<file path="src/rtl/axistream_write_fifo_if.sv">
// Word-in / AXI4-Stream-out handshake bundle for the stream write FIFO.
// The 'master' view belongs to the block driving the ss_* stream; 'slave' is its environment.
`timescale 1ns/1ps
interface axistream_write_fifo_if #(
   parameter int pDATA_WIDTH = 32
);
   logic                   in_valid;
   logic [pDATA_WIDTH-1:0] in_data;
   logic                   in_ready;
   logic                   ss_tvalid;
   logic [pDATA_WIDTH-1:0] ss_tdata;
   logic                   ss_tlast;
   logic                   ss_tready;

   modport master (
      input  in_valid, in_data, ss_tready,
      output in_ready, ss_tvalid, ss_tdata, ss_tlast
   );

   modport slave (
      output in_valid, in_data, ss_tready,
      input  in_ready, ss_tvalid, ss_tdata, ss_tlast
   );
endinterface

</file>
<file path="src/rtl/axistream_write_fifo.sv">
// Buffers a programmed-length word transfer in a DEPTH-entry FIFO and streams it out with tlast/done;
// one cycle push-to-beat latency, in_ready drops on full or once len words are accepted.
`timescale 1ns/1ps
module axistream_write_fifo #(
   parameter int pDATA_WIDTH = 32,
   parameter int pFIFO_DEPTH = 8,
   parameter int pLEN_WIDTH  = 12
) (
   input  logic                           axis_clk,
   input  logic                           axis_rst,
   input  logic                           cfg_start,
   input  logic [pLEN_WIDTH-1:0]          cfg_len,
   output logic                           busy,
   output logic                           done,
   output logic [$clog2(pFIFO_DEPTH):0]   fifo_count,
   axistream_write_fifo_if.master         bus
);

   localparam int AW = $clog2(pFIFO_DEPTH);
   localparam logic [AW:0]           DEPTH_CNT = pFIFO_DEPTH[AW:0];
   localparam logic [AW:0]           CNT_ONE   = 1;
   localparam logic [AW-1:0]         PTR_ONE   = 1;
   localparam logic [pLEN_WIDTH-1:0] LEN_ONE   = 1;

   typedef enum logic [1:0] {
      S_IDLE   = 2'd0,
      S_STREAM = 2'd1,
      S_DONE   = 2'd2
   } state_t;

   state_t                  state_q, state_d;
   logic [pLEN_WIDTH-1:0]   len_q;
   logic [pLEN_WIDTH-1:0]   in_cnt_q;
   logic [pLEN_WIDTH-1:0]   out_cnt_q;
   logic [AW-1:0]           wr_ptr_q;
   logic [AW-1:0]           rd_ptr_q;
   logic [AW:0]             count_q;
   logic [pDATA_WIDTH-1:0]  mem [pFIFO_DEPTH];

   logic full, empty, push, pop, last_beat, start_ok;

   assign full       = (count_q == DEPTH_CNT);
   assign empty      = (count_q == '0);
   assign last_beat  = (out_cnt_q == (len_q - LEN_ONE));
   assign start_ok   = (state_q == S_IDLE) && cfg_start;
   assign fifo_count = count_q;

   // Both sides look only at registered state, so in_ready never waits on a same-cycle pop.
   assign bus.in_ready  = (state_q == S_STREAM) && !full && (in_cnt_q < len_q);
   assign bus.ss_tvalid = (state_q == S_STREAM) && !empty;
   assign bus.ss_tlast  = bus.ss_tvalid && last_beat;
   assign bus.ss_tdata  = bus.ss_tvalid ? mem[rd_ptr_q] : '0;

   assign push = bus.in_valid  && bus.in_ready;
   assign pop  = bus.ss_tvalid && bus.ss_tready;

   always_comb begin
      state_d = state_q;
      busy    = 1'b0;
      done    = 1'b0;
      case (state_q)
         S_IDLE: begin
            if (cfg_start) begin
               state_d = (cfg_len == '0) ? S_DONE : S_STREAM;
            end
         end
         S_STREAM: begin
            busy = 1'b1;
            if (pop && last_beat) begin
               state_d = S_DONE;
            end
         end
         S_DONE: begin
            busy    = 1'b1;
            done    = 1'b1;
            state_d = S_IDLE;
         end
         default: begin
            state_d = S_IDLE;
         end
      endcase
   end

   always_ff @(posedge axis_clk) begin
      if (axis_rst) begin
         state_q <= S_IDLE;
      end else begin
         state_q <= state_d;
      end
   end

   always_ff @(posedge axis_clk) begin
      if (axis_rst) begin
         len_q     <= '0;
         in_cnt_q  <= '0;
         out_cnt_q <= '0;
      end else if (start_ok) begin
         len_q     <= cfg_len;
         in_cnt_q  <= '0;
         out_cnt_q <= '0;
      end else begin
         if (push) in_cnt_q  <= in_cnt_q + LEN_ONE;
         if (pop)  out_cnt_q <= out_cnt_q + LEN_ONE;
      end
   end

   // Pointer width equals log2(depth), so natural overflow gives the modulo wrap.
   always_ff @(posedge axis_clk) begin
      if (axis_rst) begin
         wr_ptr_q <= '0;
         rd_ptr_q <= '0;
         count_q  <= '0;
      end else begin
         if (push) wr_ptr_q <= wr_ptr_q + PTR_ONE;
         if (pop)  rd_ptr_q <= rd_ptr_q + PTR_ONE;
         case ({push, pop})
            2'b10:   count_q <= count_q + CNT_ONE;
            2'b01:   count_q <= count_q - CNT_ONE;
            default: count_q <= count_q;
         endcase
      end
   end

   always_ff @(posedge axis_clk) begin
      if (push) begin
         mem[wr_ptr_q] <= bus.in_data;
      end
   end

   a_tvalid_hold: assert property (@(posedge axis_clk) disable iff (axis_rst)
      (bus.ss_tvalid && !bus.ss_tready) |=> (bus.ss_tvalid && $stable(bus.ss_tdata) && $stable(bus.ss_tlast)));

   a_count_range: assert property (@(posedge axis_clk) disable iff (axis_rst)
      count_q <= DEPTH_CNT);

endmodule
</file>
<file path="src/flat_wrapper.sv">
// flat-port wrapper written by rule: the top's interface ports become plain ports
module axistream_write_fifo_flat 
#(
   parameter int pDATA_WIDTH = 32,
   parameter int pFIFO_DEPTH = 8,
   parameter int pLEN_WIDTH  = 12
)
  (axis_clk, axis_rst, cfg_start, cfg_len, busy, done, fifo_count, bus_in_valid, bus_in_data, bus_ss_tready, bus_in_ready, bus_ss_tvalid, bus_ss_tdata, bus_ss_tlast);
  axistream_write_fifo_if #(.pDATA_WIDTH(pDATA_WIDTH)) bus_i ();
  input  logic axis_clk;
  input  logic axis_rst;
  input  logic cfg_start;
  input  logic [pLEN_WIDTH-1:0] cfg_len;
  output logic busy;
  output logic done;
  output logic [$clog2(pFIFO_DEPTH):0] fifo_count;
  input wire logic [$bits(bus_i.in_valid)-1:0] bus_in_valid;
  input wire logic [$bits(bus_i.in_data)-1:0] bus_in_data;
  input wire logic [$bits(bus_i.ss_tready)-1:0] bus_ss_tready;
  output wire logic [$bits(bus_i.in_ready)-1:0] bus_in_ready;
  output wire logic [$bits(bus_i.ss_tvalid)-1:0] bus_ss_tvalid;
  output wire logic [$bits(bus_i.ss_tdata)-1:0] bus_ss_tdata;
  output wire logic [$bits(bus_i.ss_tlast)-1:0] bus_ss_tlast;
  assign bus_i.in_valid = bus_in_valid;
  assign bus_i.in_data = bus_in_data;
  assign bus_i.ss_tready = bus_ss_tready;
  assign bus_in_ready = bus_i.in_ready;
  assign bus_ss_tvalid = bus_i.ss_tvalid;
  assign bus_ss_tdata = bus_i.ss_tdata;
  assign bus_ss_tlast = bus_i.ss_tlast;
  axistream_write_fifo #(.pDATA_WIDTH(pDATA_WIDTH), .pFIFO_DEPTH(pFIFO_DEPTH), .pLEN_WIDTH(pLEN_WIDTH)) u_core (.axis_clk(axis_clk), .axis_rst(axis_rst), .cfg_start(cfg_start), .cfg_len(cfg_len), .busy(busy), .done(done), .fifo_count(fifo_count), .bus(bus_i));
endmodule
</file>
<file path="config.mk">
export PLATFORM = sky130hd
export DESIGN_NAME = axistream_write_fifo_flat
export DESIGN_NICKNAME = d
export VERILOG_FILES = /design/src/rtl/axistream_write_fifo_if.sv /design/src/rtl/axistream_write_fifo.sv /design/src/flat_wrapper.sv
export SDC_FILE = /design/constraint.sdc
export NUM_CORES = 1
export LEC_CHECK = 0
export ABC_CLOCK_PERIOD_IN_PS = 6400
export BUFFER_PORTS_ARGS = -buffer_cell sky130_fd_sc_hd__buf_2
export CORE_ASPECT_RATIO = 0.6
export CORE_MARGIN = 8
export CORE_UTILIZATION = 54
export CTS_BUF_LIST = sky130_fd_sc_hd__clkbuf_4
export CTS_CLUSTER_DIAMETER = 40
export DETAILED_ROUTE_END_ITERATION = 16
export PLACE_DENSITY = 0.73
export SYNTH_ARGS = -nofsm -noshare
export SYNTH_HDL_FRONTEND = slang
export SYNTH_SLANG_ARGS = --single-unit
</file>
<file path="constraint.sdc">
create_clock -name axis_clk -period 6.4 [get_ports axis_clk]
set_input_delay 0.32 -clock axis_clk [delete_from_list [all_inputs] [get_ports axis_clk]]
set_output_delay 0.32 -clock axis_clk [all_outputs]
set_load 0.01 [all_outputs]
</file>
==> out/metrics.yaml <==
critical_path:
  critPathCapture: "u_core.fifo_count[3]$_SDFFE_PP0P_"
  cp-startpoint: "u_core.len_q[5]$_SDFFE_PP0P_"
  reg2regPathDepth: 15
  crit_type: "flop to flop"
  arrival_ns: 4.97
  r2r-end: "u_core.fifo_count[3]$_SDFFE_PP0P_"
  critPathLaunchType: "flop"
  reg2reg_slack_ns: 2.03
  cp_max_fo: 14
  cp-end-kind: "flop"
  crit_required_ns: 7.00
  rr_startpoint: "u_core.len_q[5]$_SDFFE_PP0P_"
clocking:
  cts_tree: "built"
  root_buffer: "clkbuf_4"
  cts_buffers: 71
  cts_htree_levels: 3
  clockBufferDepth: 3
  clkTransAtPathRegs_ns: 0.07
  ctsResizeCount: 0
  numClockSinks: 307
  clkLatencyLatePin_ns: 0.67
  post_cts_buffers: 0
detailed_routing:
  vias: 7550
  routedWlPerCell_um: 19.8
  antenna_violating_nets_post_route: 0
  drt_wl_total_um: 26700
  vias_per_cell: 5.61
  drt_iter0_markers: 502
  drcViolationCount: 0
  drtPass1Iterations: 6
logic_synthesis:
  synth_top_area_share_pct: 59.6
  synth_commonest_cells: "256 x edfxtp_1, 64 x mux4_2, 57 x nor2_1"
  synth.yosys.seq_area_share_pct: 67.5
  ys_ff_latch: 307
  synth_most_common_cell: "edfxtp_1"
  synth.distinct_cells: 56
  syn_inst: 809
  netlist_area_um2: 12900
  syn_nets: 881
  synth_edf_count: 256
  ys_warn_count: 0
  synthTopCellsByArea: "edfxtp_1 60%, mux4_2 11%, dfxtp_1 7.9%"
  yosys.area.top_type: "edfxtp_1"
  async_flop_share_pct: 0
  synthFlopType: "edfxtp_1"
  synth.avg_cell_area_um2: 16.0
global_route:
  grt_pass1_vias: 7520
  grt_overflow: 0
  antenna_found_initial: 2
  grt_first_pass_wirelength_um: 42000
  grt_use_total_pct: 18.4
  grt_max_degree: 65
die:
  initial_core_util_pct: 55.4
  io_pins: 90
  core_um2: 23300
  rows: 43
  dieArea_um2: 29300
  die_y_um: 136
  die_w_um: 216
timing:
  rsz0062_at_grt: "false"
  worstMarginPinSlew_ns: 0.985
  finalSetupTns_ns: 0
  max_freq_ghz: 0.229
  slew_viol_final: 0
  skew_ns: 0.0366
  relSlewSlack_pct: 34.3
  fin_crit_ns: 4.37
  hold_viol_final: 0
  final.setup.worst_slack_ns: 2.03
  period_share_pct: 68.3
  finalSetupViolCount: 0
worst_hold_path:
  hold_class: "input port to flop"
  min_from: "bus_in_valid"
  whs_path_depth: 4
placement:
  place_inst: 1177
  dpl_worst_slack_ns: 2.10
  io_buffers: 89
  post-dp-hpwl_um: 15600
  gp_congestion: 0.842
cells_and_area:
  drive_gt1_share_pct: 29.3
  final_nets: 1051
  final_cells: 1346
  fillCellCount: 1672
  areaGrowthSynthToFinish_pct: 16.7
pwr:
  comb_power_share_pct: 6.5
  seq_power_share_pct: 53.9
  power_switching_mw: 0.918
  p_sw_share_pct: 22.5
  p_leak_nw: 5.18
  internal-power_mw: 3.17
  power_mw: 4.09
  ir_drop_mv: 0.173
  p_per_area_nw_per_um2: 271
  pwr-share-clk_pct: 39.5
status:
  status: "finished, final reports clean"
job:
  maxCapViolCount: 0
[kinds of logic after synthesis]
logic type	share of synthesized area, %
multiplexers	14.9
flip-flops	67.5
XOR/XNOR	1.63
buffers and inverters	2.13
AND/OR/NAND/NOR	7.58
AO/OA/AOI/OAI	3.98
adder cells (fa/ha/maj)	2.29
[layout make-up]
type / instances / area (um^2) / area share (%)
Antenna cell: 1 / 2.50 / 0.0166
Inverter: 24 / 90.1 / 0.598
Tap cell: 315 / 394 / 2.62
Timing Repair Buffer: 141 / 946 / 6.28
Multi-Input combinational cell: 434 / 3970 / 26.4
Sequential cell: 307 / 8710 / 57.9
Clock inverter: 12 / 101 / 0.673
Clock buffer: 112 / 841 / 5.58
[per-stage QoR]
step / util (%) / cell area (um^2) / hold WS, ns
finish: 64.6 / 15100 / 0.115
global route: 64.6 / 15100 / 0.0503
CTS: 64.6 / 15100 / 0.0454
detailed placement: 58.7 / 13700 / 0.470
global placement: 58.7 / 13700 / 0.455
floorplan: - / 12900 / 0.419
[worst max-delay path, cell delays in order (launching register included)]
cell      delay [ns]
dfxtp_1         0.49
inv_1           0.09
ha_1            0.30
a21o_1          0.17
a21o_1          0.17
a21oi_1         0.23
o211ai_1        0.43
a21oi_1         0.92
inv_1           0.11
ha_1            0.25
ha_1            0.29
a21o_1          0.18
a21oi_1         0.17
xnor2_1         0.09
or3_1           0.30
a21oi_1         0.13
[layer usage]
layer / up-vias / GRT usage (%) / share of wire [%]
met4: 2 / 5.95 / 1.6
met1: 3725 / 27.1 / 49
met3: 45 / 5.71 / 7.2
met5: - / 0 / 0.030
li1: 3522 / - / -
met2: 256 / 25.8 / 42
[power groups by stage]
stage	Combinational [mW]	Sequential (mW)	Clock (mW)
CTS	0.264	2.20	1.66
global placement	0.237	2.25	0
detailed placement	0.242	2.25	0
floorplan	0.165	2.24	0
finish	0.267	2.21	1.62
global route	0.293	2.21	1.76
[cells in the final DEF, fill, tap and decap left out, drive strengths merged, types with 3 or more instances in the layout]
master,synthesis,final
o21ai,13,13
edfxtp,256,256
nor2b,4,4
a21o,7,7
inv,24,26
and4b,3,3
mux4,64,64
a211oi,3,3
a21oi,38,38
nor2,57,57
xor2,14,14
and4,5,5
mux2i,46,46
clkbuf,29,112
and2,4,4
xnor2,10,10
ha,22,22
and3,6,6
nand3,11,11
dlygate4sd3,0,44
dfxtp,51,51
nor4,5,5
nand4,13,13
o21a,3,3
clkinv,0,8
nand2,49,49
nand2b,5,5
buf,15,97
or3,19,19
nor3,4,4
[state kept, by name (all words and copies together), names as in the netlist, named ones only]
register           cells
u_core.wr_ptr_q        3
u_core.mem           256
u_core.in_cnt_q       12
u_core.state_q         2
u_core.out_cnt_q      12
u_core.rd_ptr_q        3
u_core.len_q          12
u_core.fifo_count      4
[worst min path at each step]
stage | end | slack [ns]
2_1_floorplan | u_core.mem[0][0]$_DFFE_PP_ | 0.42
3_3_place_gp | u_core.len_q[1]$_SDFFE_PP0P_ | 0.46
3_5_place_dp | u_core.len_q[1]$_SDFFE_PP0P_ | 0.47
4_1_cts | u_core.in_cnt_q[3]$_SDFFE_PP0P_ | 0.05
5_1_grt | u_core.in_cnt_q[3]$_SDFFE_PP0P_ | 0.05
6_report | u_core.in_cnt_q[3]$_SDFFE_PP0P_ | 0.11
[repair_timing]
action | in CTS | in global routing
endpoints found under the setup margin | 0 | 0
hold endpoints to repair | 268 | 0
hold buffers | 44 | 0
Note: power is estimated with default switching activity, not from simulation.
